===== config.mk =====
export PLATFORM = sky130hd
export DESIGN_NAME = adc_capture_ctrl
export DESIGN_NICKNAME = d
export VERILOG_FILES = /design/src/rtl/adc_capture_ctrl.sv
export SDC_FILE = /design/constraint.sdc
export NUM_CORES = 1
export LEC_CHECK = 0
export CAP_MARGIN = 20
export CELL_PAD_IN_SITES_DETAIL_PLACEMENT = 2
export CELL_PAD_IN_SITES_GLOBAL_PLACEMENT = 2
export CORE_MARGIN = 4
export CORE_UTILIZATION = 30
export DETAILED_ROUTE_END_ITERATION = 8
export GPL_TIMING_DRIVEN = 0
export PLACE_DENSITY = 0.77
export SYNTH_ARGS = -nofsm -noshare
export SYNTH_HDL_FRONTEND = slang
export SYNTH_SLANG_ARGS = --single-unit

===== constraint.sdc =====
create_clock -name wr_clk -period 3.1 [get_ports wr_clk]
set_input_delay 0.775 -clock wr_clk [delete_from_list [all_inputs] [get_ports wr_clk]]
set_output_delay 0.775 -clock wr_clk [all_outputs]
set_load 0.005 [all_outputs]

===== src/rtl/adc_capture_ctrl.sv =====
// Write-side sequencer for the ADC sample FIFO: arms on start, waits for a
// selectable trigger, then pushes a decimated, counted burst into the FIFO.
module adc_capture_ctrl #(
  parameter int DATA_W = 10,
  parameter int CNT_W  = 16
) (
  input  logic              rst,
  input  logic              wr_clk,
  input  logic              cfg_start,
  input  logic              cfg_stop,
  input  logic              cfg_mode,
  input  logic [1:0]        cfg_trig_sel,
  input  logic [DATA_W-1:0] cfg_trig_level,
  input  logic [CNT_W-1:0]  cfg_decim,
  input  logic [CNT_W-1:0]  cfg_num_samples,
  input  logic              adc_valid,
  input  logic [DATA_W-1:0] adc_data,
  input  logic              ext_trig,
  input  logic              fifo_full,
  input  logic              fifo_half,
  input  logic              fifo_thr_full,
  output logic              fifo_wr_en,
  output logic [DATA_W-1:0] fifo_din,
  output logic              busy,
  output logic [CNT_W-1:0]  sample_cnt,
  output logic [CNT_W-1:0]  frame_cnt,
  output logic [3:0]        irq_status,
  input  logic [3:0]        irq_clr,
  output logic              irq,
  output logic [1:0]        dbg_state
);

  // Handshake: adc_valid is a push-only strobe (no ready); a sample is taken
  // in the cycle it is high or lost. fifo_wr_en is likewise push-only and the
  // FIFO signals rejection through fifo_full in the same cycle.

  typedef enum logic [1:0] {
    IDLE    = 2'd0,
    ARMED   = 2'd1,
    CAPTURE = 2'd2,
    DONE    = 2'd3
  } state_t;

  localparam logic [CNT_W-1:0] CNT_ONE = CNT_W'(1);

  state_t state, state_nxt;

  logic              ext_s1, ext_s2, ext_s3;
  logic [DATA_W-1:0] prev_data;
  logic [CNT_W-1:0]  decim_cnt;
  logic              half_d, thr_d;

  logic              sel_ext, sel_lvl, sel_armed;
  logic              ext_event, lvl_event, trig_event;
  logic [CNT_W-1:0]  sample_cnt_inc;
  logic              accept, done_evt, clr_counts;
  logic              enter_armed, enter_capture;
  logic [3:0]        irq_set;

  assign sel_ext   = (cfg_trig_sel == 2'd1);
  assign sel_lvl   = (cfg_trig_sel == 2'd2);
  assign sel_armed = sel_ext | sel_lvl;

  assign ext_event  = ext_s2 & ~ext_s3;
  assign lvl_event  = adc_valid && (adc_data >= cfg_trig_level) && (prev_data < cfg_trig_level);
  assign trig_event = sel_ext ? ext_event : lvl_event;

  assign sample_cnt_inc = sample_cnt + CNT_ONE;

  always_ff @(posedge wr_clk or posedge rst) begin
    if (rst) state <= IDLE;
    else     state <= state_nxt;
  end

  always_comb begin
    state_nxt     = state;
    accept        = 1'b0;
    done_evt      = 1'b0;
    clr_counts    = 1'b0;
    enter_armed   = 1'b0;
    enter_capture = 1'b0;
    if (cfg_stop) begin
      state_nxt = IDLE;
    end else begin
      case (state)
        IDLE: begin
          if (cfg_start) begin
            clr_counts = 1'b1;
            if (sel_armed) begin
              state_nxt   = ARMED;
              enter_armed = 1'b1;
            end else begin
              state_nxt     = CAPTURE;
              enter_capture = 1'b1;
            end
          end
        end
        ARMED: begin
          if (trig_event) begin
            state_nxt     = CAPTURE;
            enter_capture = 1'b1;
          end
        end
        CAPTURE: begin
          if (adc_valid && (decim_cnt == '0)) begin
            accept = 1'b1;
            if ((cfg_num_samples != '0) && (sample_cnt_inc == cfg_num_samples))
              state_nxt = DONE;
          end
        end
        DONE: begin
          done_evt = 1'b1;
          if (!cfg_mode) begin
            state_nxt = IDLE;
          end else if (sel_armed) begin
            state_nxt   = ARMED;
            enter_armed = 1'b1;
          end else begin
            state_nxt     = CAPTURE;
            enter_capture = 1'b1;
          end
        end
        default: state_nxt = IDLE;
      endcase
    end
  end

  // Overflow looks at the write currently on the port, so it lands one edge later.
  assign irq_set = {fifo_wr_en & fifo_full, done_evt,
                    fifo_thr_full & ~thr_d, fifo_half & ~half_d};

  always_ff @(posedge wr_clk or posedge rst) begin
    if (rst) begin
      fifo_wr_en <= 1'b0;
      fifo_din   <= '0;
      sample_cnt <= '0;
      frame_cnt  <= '0;
      irq_status <= '0;
      decim_cnt  <= '0;
      prev_data  <= '0;
      ext_s1     <= 1'b0;
      ext_s2     <= 1'b0;
      ext_s3     <= 1'b0;
      half_d     <= 1'b0;
      thr_d      <= 1'b0;
    end else begin
      fifo_wr_en <= accept;
      if (accept) begin
        fifo_din   <= adc_data;
        sample_cnt <= sample_cnt_inc;
      end
      if (clr_counts) begin
        sample_cnt <= '0;
        frame_cnt  <= '0;
      end
      if (done_evt) begin
        frame_cnt <= frame_cnt + CNT_ONE;
        if (cfg_mode) sample_cnt <= '0;
      end

      if (enter_capture)
        decim_cnt <= '0;
      else if ((state == CAPTURE) && adc_valid && !cfg_stop)
        decim_cnt <= (decim_cnt == cfg_decim) ? '0 : decim_cnt + CNT_ONE;

      if (enter_armed)
        prev_data <= '0;
      else if ((state == ARMED) && adc_valid)
        prev_data <= adc_data;

      ext_s1 <= ext_trig;
      ext_s2 <= ext_s1;
      ext_s3 <= ext_s2;
      half_d <= fifo_half;
      thr_d  <= fifo_thr_full;

      irq_status <= (irq_status & ~irq_clr) | irq_set;
    end
  end

  assign busy      = (state == ARMED) || (state == CAPTURE);
  assign irq       = |irq_status;
  assign dbg_state = state;

endmodule


# == Yosys cells after proc, flatten, opt, wreduce, memory -nomap -nowiden ==
# Cells that the tools add are included.
# totals
n_memories,0
ram_bits,0
output_inout_bits,51
inputBits,68
ff_bits,80
latchBits,0
rom_bits,0
# classes
reduce_logical,17
mul,0
n_addsub,3
order_cmp,2
eq_ne,11
bitwise_logic,11
shifts,0
mux,39
div,0
# op_table
cell,count
16-bit two-way mux,9
"16-bit by 1-bit adder with 16-bit output, second input constant",3
16-bit == test,2
10-bit two-way mux,2
1-bit two-way mux,18
16-bit zero test,1
16-bit nonzero test,1
2-bit two-way mux,7
"3-bit inequality test, second input constant",4
10-bit >= comparator,1
10-bit < comparator,1
2-bit case mux with 4 select lines,1
1-bit logical AND,7
"2-bit == test, second input constant",3
2-bit nonzero test,3
1-bit bitwise AND,4
4-bit bitwise AND,1
"2-bit by 1-bit == test with 1-bit output, second input constant",2
4-bit inverter,1
4-bit bitwise OR,1
4-bit AND reduction,1
4-bit OR reduction,1
1-bit inverter,3
1-bit case mux with 3 select lines,1
other kinds (5),5

# == Logic depth before layout (Yosys ltp) ==
# Gate-level depths: netlist of run 1.
# depth
depth_word,9
ltp_mapped,9
mapped_depth_nobuf,9

# == Worst setup path before layout of run 1 ==
# Ideal clock, no wire load.
# synth_path
kind,input -> register
from,input port cfg_num_samples[12]
to,register state[1] (netlist: dbg_state[1])
setup_time_ps,126
slack_ps,619
arrival_ps,2355
required_ps,2974
stages,7
cell_sequence,xnor2_1 a21oi_1 or4_4 or3_4 a2111oi_4 a211o_1 nand3_1
# synth_between
elab_chain_cells,4
# synth_rtl
element,line,source
from (decl),15,"input logic [CNT_W-1:0] cfg_num_samples,"
16-bit == test / 16-bit nonzero test (equally long branches),107,if ((cfg_num_samples != '0) && (sample_cnt_inc == cfg_num_samples))
1-bit logical AND (*),107,
3-bit inequality test (no line) (*),--,
4-bit AND reduction (no line) (*),--,
to (signal assigned),72,else state <= state_nxt;
to (decl),46,"state_t state, state_nxt;"
# Every way passes the cells marked *; elsewhere a longest branch is shown, timed or not.
# A chain may end at the register's enable or synchronous reset.

# == Final worst setup path of run 1 ==
# layout_path
from,register decim_cnt[8]
to,register state[1] (netlist: dbg_state[1])
# layout_between
elab_chain_cells,4
# layout_rtl
element,line,source
from (decl),50,logic [CNT_W-1:0] decim_cnt;
from (signal assigned),164,decim_cnt <= (decim_cnt == cfg_decim) ? '0 : decim_cnt + CNT_ONE;
16-bit zero test,105,if (adc_valid && (decim_cnt == '0)) begin
1-bit logical AND,105,
3-bit inequality test (no line),--,
4-bit AND reduction (no line),--,
# No other way between the ends.

==> results.toml, run 1 <==
[run_status]
outcome = "finished clean"

[global_routing]
track_usage = 0.192
grt_pass1_vias = 5616
overflow = 0
grt_pass1_wl_mm = 30.1
antenna_found_initial = 0
grt_max_degree = 48

[timing]
worst-slew-pin-transition_ps = 949
drv_slew = 0
post-route-period-util = 0.942
fin_crit_ps = 2920
hold_viol = 0
fin_ws_ps = 180
skew_ps = 9.00
clock.fmax_mhz = 342
max_slew_margin = 0.367
finalSetupViolations = 0

[pwr]
power.leakage_uw = 0.00282
p_sw_frac = 0.320
p_switching_uw = 1190
p_int_uw = 2530
clkPwrFrac = 0.334
combPwrFrac = 0.316
p_per_area_mw_per_mm2 = 536
ir_worst_vdd_v = 0.000317
seqPwrFrac = 0.349

[clocking]
cts_made_buffers = 9
clock-sinks = 80
cts_buffer_depth = 2
h-tree-depth = 3
cts_setup_buffers = 0
clk_latency_ps = 350
cts-root-buf = "clkbuf_16"
cts_hold_buf = 0
cts_tree = "yes"
clk_pin_slew_ps = 60

[routing]
first_pass_iters = 4
ant_nets = 0
routed_wl_mm = 18.1
first_iter_violations = 147
viasPerCell = 5.20
route.detailed.drc = 0
wl_per_cell_um = 19.8
dr_total_vias = 4749

[synth]
yosys_register_bits = 80
synth_top_area_cell = "dfrtp_1"
synth_fp_nets = 657
postSynthCellCount = 561
synth_cell_types = 64
ys_top_cells_by_count = "80 x dfrtp_1, 54 x nand2_1, 49 x xnor2_1, 44 x nor2_1, 35 x a21oi_1"
async_flop_share = 1.00
synth_top_area_frac = 0.391
synth_ff_type = "dfrtp_1"
syn_avg_cell_area_um2 = 9.12
synth_area_mm2 = 0.00512
yosys_warnings = 0
ys_seq_area_frac = 0.391
synth-edff-count = 0
synth.most_common_cell = "dfrtp_1"
synthTopCellsByArea = "dfrtp_1 39%, xnor2_1 8.4%, ha_1 6.8%"

[min_path]
hold_class = "flip-flop to flip-flop"
whs_path_depth = 0

[floorplan]
core_mm2 = 0.0166
dieArea_mm2 = 0.0192
ioPinCount = 119
num_rows = 47
die_height_um = 139
start_util = 0.307
die_x_um = 139

[critical_path]
arrival_ps = 3150
critical_path_class = "flip-flop to flip-flop"
required_ps = 3330
path_max_fanout = 8
crit_path_start_kind = "flip-flop"
r2r_cells = 7
end_kind = "flip-flop"

[cells_and_area]
fill_cells = 1766
multi_input_area_mm2 = 0.00295
layout.nets = 786
antenna_cells = 0
area_delta_synth_final_pct = 35.7
final_layout_size_suffix_gt1_frac = 0.0793
finalCoreUtilization = 0.417
register_area_mm2 = 0.00200

[placed_design]
pre_cts_ws_ps = -471
port_buffers = 117
dp_hpwl_mm = 14.1
place.gp.congestion = 0.810

[run]
maxCapViolations = 0
## area by class of cell
type | instances | share of cell area
multi-input cells | 433 | 0.424
flip-flops and latches | 80 | 0.288
repair buffers | 118 | 0.173
well taps | 220 | 0.0396
clock buffers | 10 | 0.0330
inverters | 31 | 0.0171
clock inverters | 5 | 0.0153
plain buffers | 17 | 0.0101
## sequential cells by signal (all words and copies together) (netlist names)
name	flops
sample_cnt	16
ext_s1	1
fifo_wr_en	1
irq_status	4
thr_d	1
dbg_state	2
fifo_din	10
ext_s3	1
half_d	1
decim_cnt	16
prev_data	10
frame_cnt	16
ext_s2	1
## power groups by stage
stage / Combinational, uW / Sequential [uW] / Clock (uW)
after floorplan: 600 / 1300 / 0
after global placement: 1110 / 1310 / 0
after detailed placement: 1180 / 1320 / 0
after CTS: 1200 / 1300 / 1280
after global routing: 1310 / 1320 / 1310
final: 1180 / 1300 / 1240
## placed cells by master (no fill, tap or decap), drive strengths merged, types with 3 or more instances in the layout
cell type      instances
a2111oi                3
a21boi                 3
a21o                   3
a21oi                 35
a31oi                  6
and2                   3
and3                  10
buf                    5
bufinv                 3
clkbuf                23
clkdlybuf4s50        117
dfrtp                 80
ha                    28
inv                   31
mux2                  10
mux2i                  4
nand2                 55
nand2b                 9
nand3                 32
nand3b                 3
nand4                 18
nor2                  44
nor3                  13
nor4                  13
o211ai                 3
o21ai                 34
or2                    4
or3                    6
xnor2                 49
xor2                  15
## routing by layer
layer	part of all wire	wire [um]	GRT usage	vias to the layer above
li1	-	-	-	2246
met1	0.44	7960	0.234	2390
met4	0.022	398	0.0702	0
met5	0	0	0	-
met3	0.032	577	0.0307	20
met2	0.51	9200	0.341	93
## through the flow
stage	total power (uW)	TNS, ps	cells	cell area [um^2]	hold WS, ps
4_1_cts	3780	0	914	6940	360
2_1_floorplan	1900	0	561	5120	331
3_3_place_gp	2420	-104850	898	6560	339
5_1_grt	3940	-0.476	914	6950	367
6_report	3720	0	914	6950	354
3_5_place_dp	2490	-7950	899	6590	346
## cell families (layout without fill, tap and decap cells)
logic type                 count (synthesis)  in the layout  share of synthesized area
AOI/OAI and AO/OA                        105            105                      0.133
xor gates and xnor gates                  64             64                      0.110
adders and majority gates                 28             28                     0.0685
buffers and inverters                     48            181                     0.0364
DFF                                       80             80                      0.391
muxes                                     14             14                     0.0298
and+or+nand+nor                          222            222                      0.232
## critical path, stage by stage, from the launching register on
cell,delay [ps]
dfrtp_1,460
nor4_1,500
nand4_1,560
nand3b_1,440
or3_4,380
a2111oi_4,230
a211o_1,170
nand3_1,60
## worst paths after layout
kind | slack (ps) | start | end
hold reg to reg | 350 | ext_s1 | ext_s2
hold / removal | 350 | ext_s1 | ext_s2
min in group asynchronous | 810 | rst | fifo_din[1]
setup / recovery | 180 | decim_cnt[8] | dbg_state[1]
setup reg to reg | 180 | decim_cnt[8] | dbg_state[1]
max in group asynchronous | 1680 | rst | decim_cnt[15]
## what timing repair did
item,in CTS,in global routing
gates resized for setup,3,2
cloned,0,0
endpoints found under the setup margin,23,20
pin swaps,0,1
Power figures use the tool's default switching activity.
==> run 2, diff against run 1 <==
Settings changed: CAP_MARGIN 20 to not set, HOLD_SLACK_MARGIN set to 0.02.
==> results of run 2 <==
Final layout, timing and power as in run 1 (identical DEF).
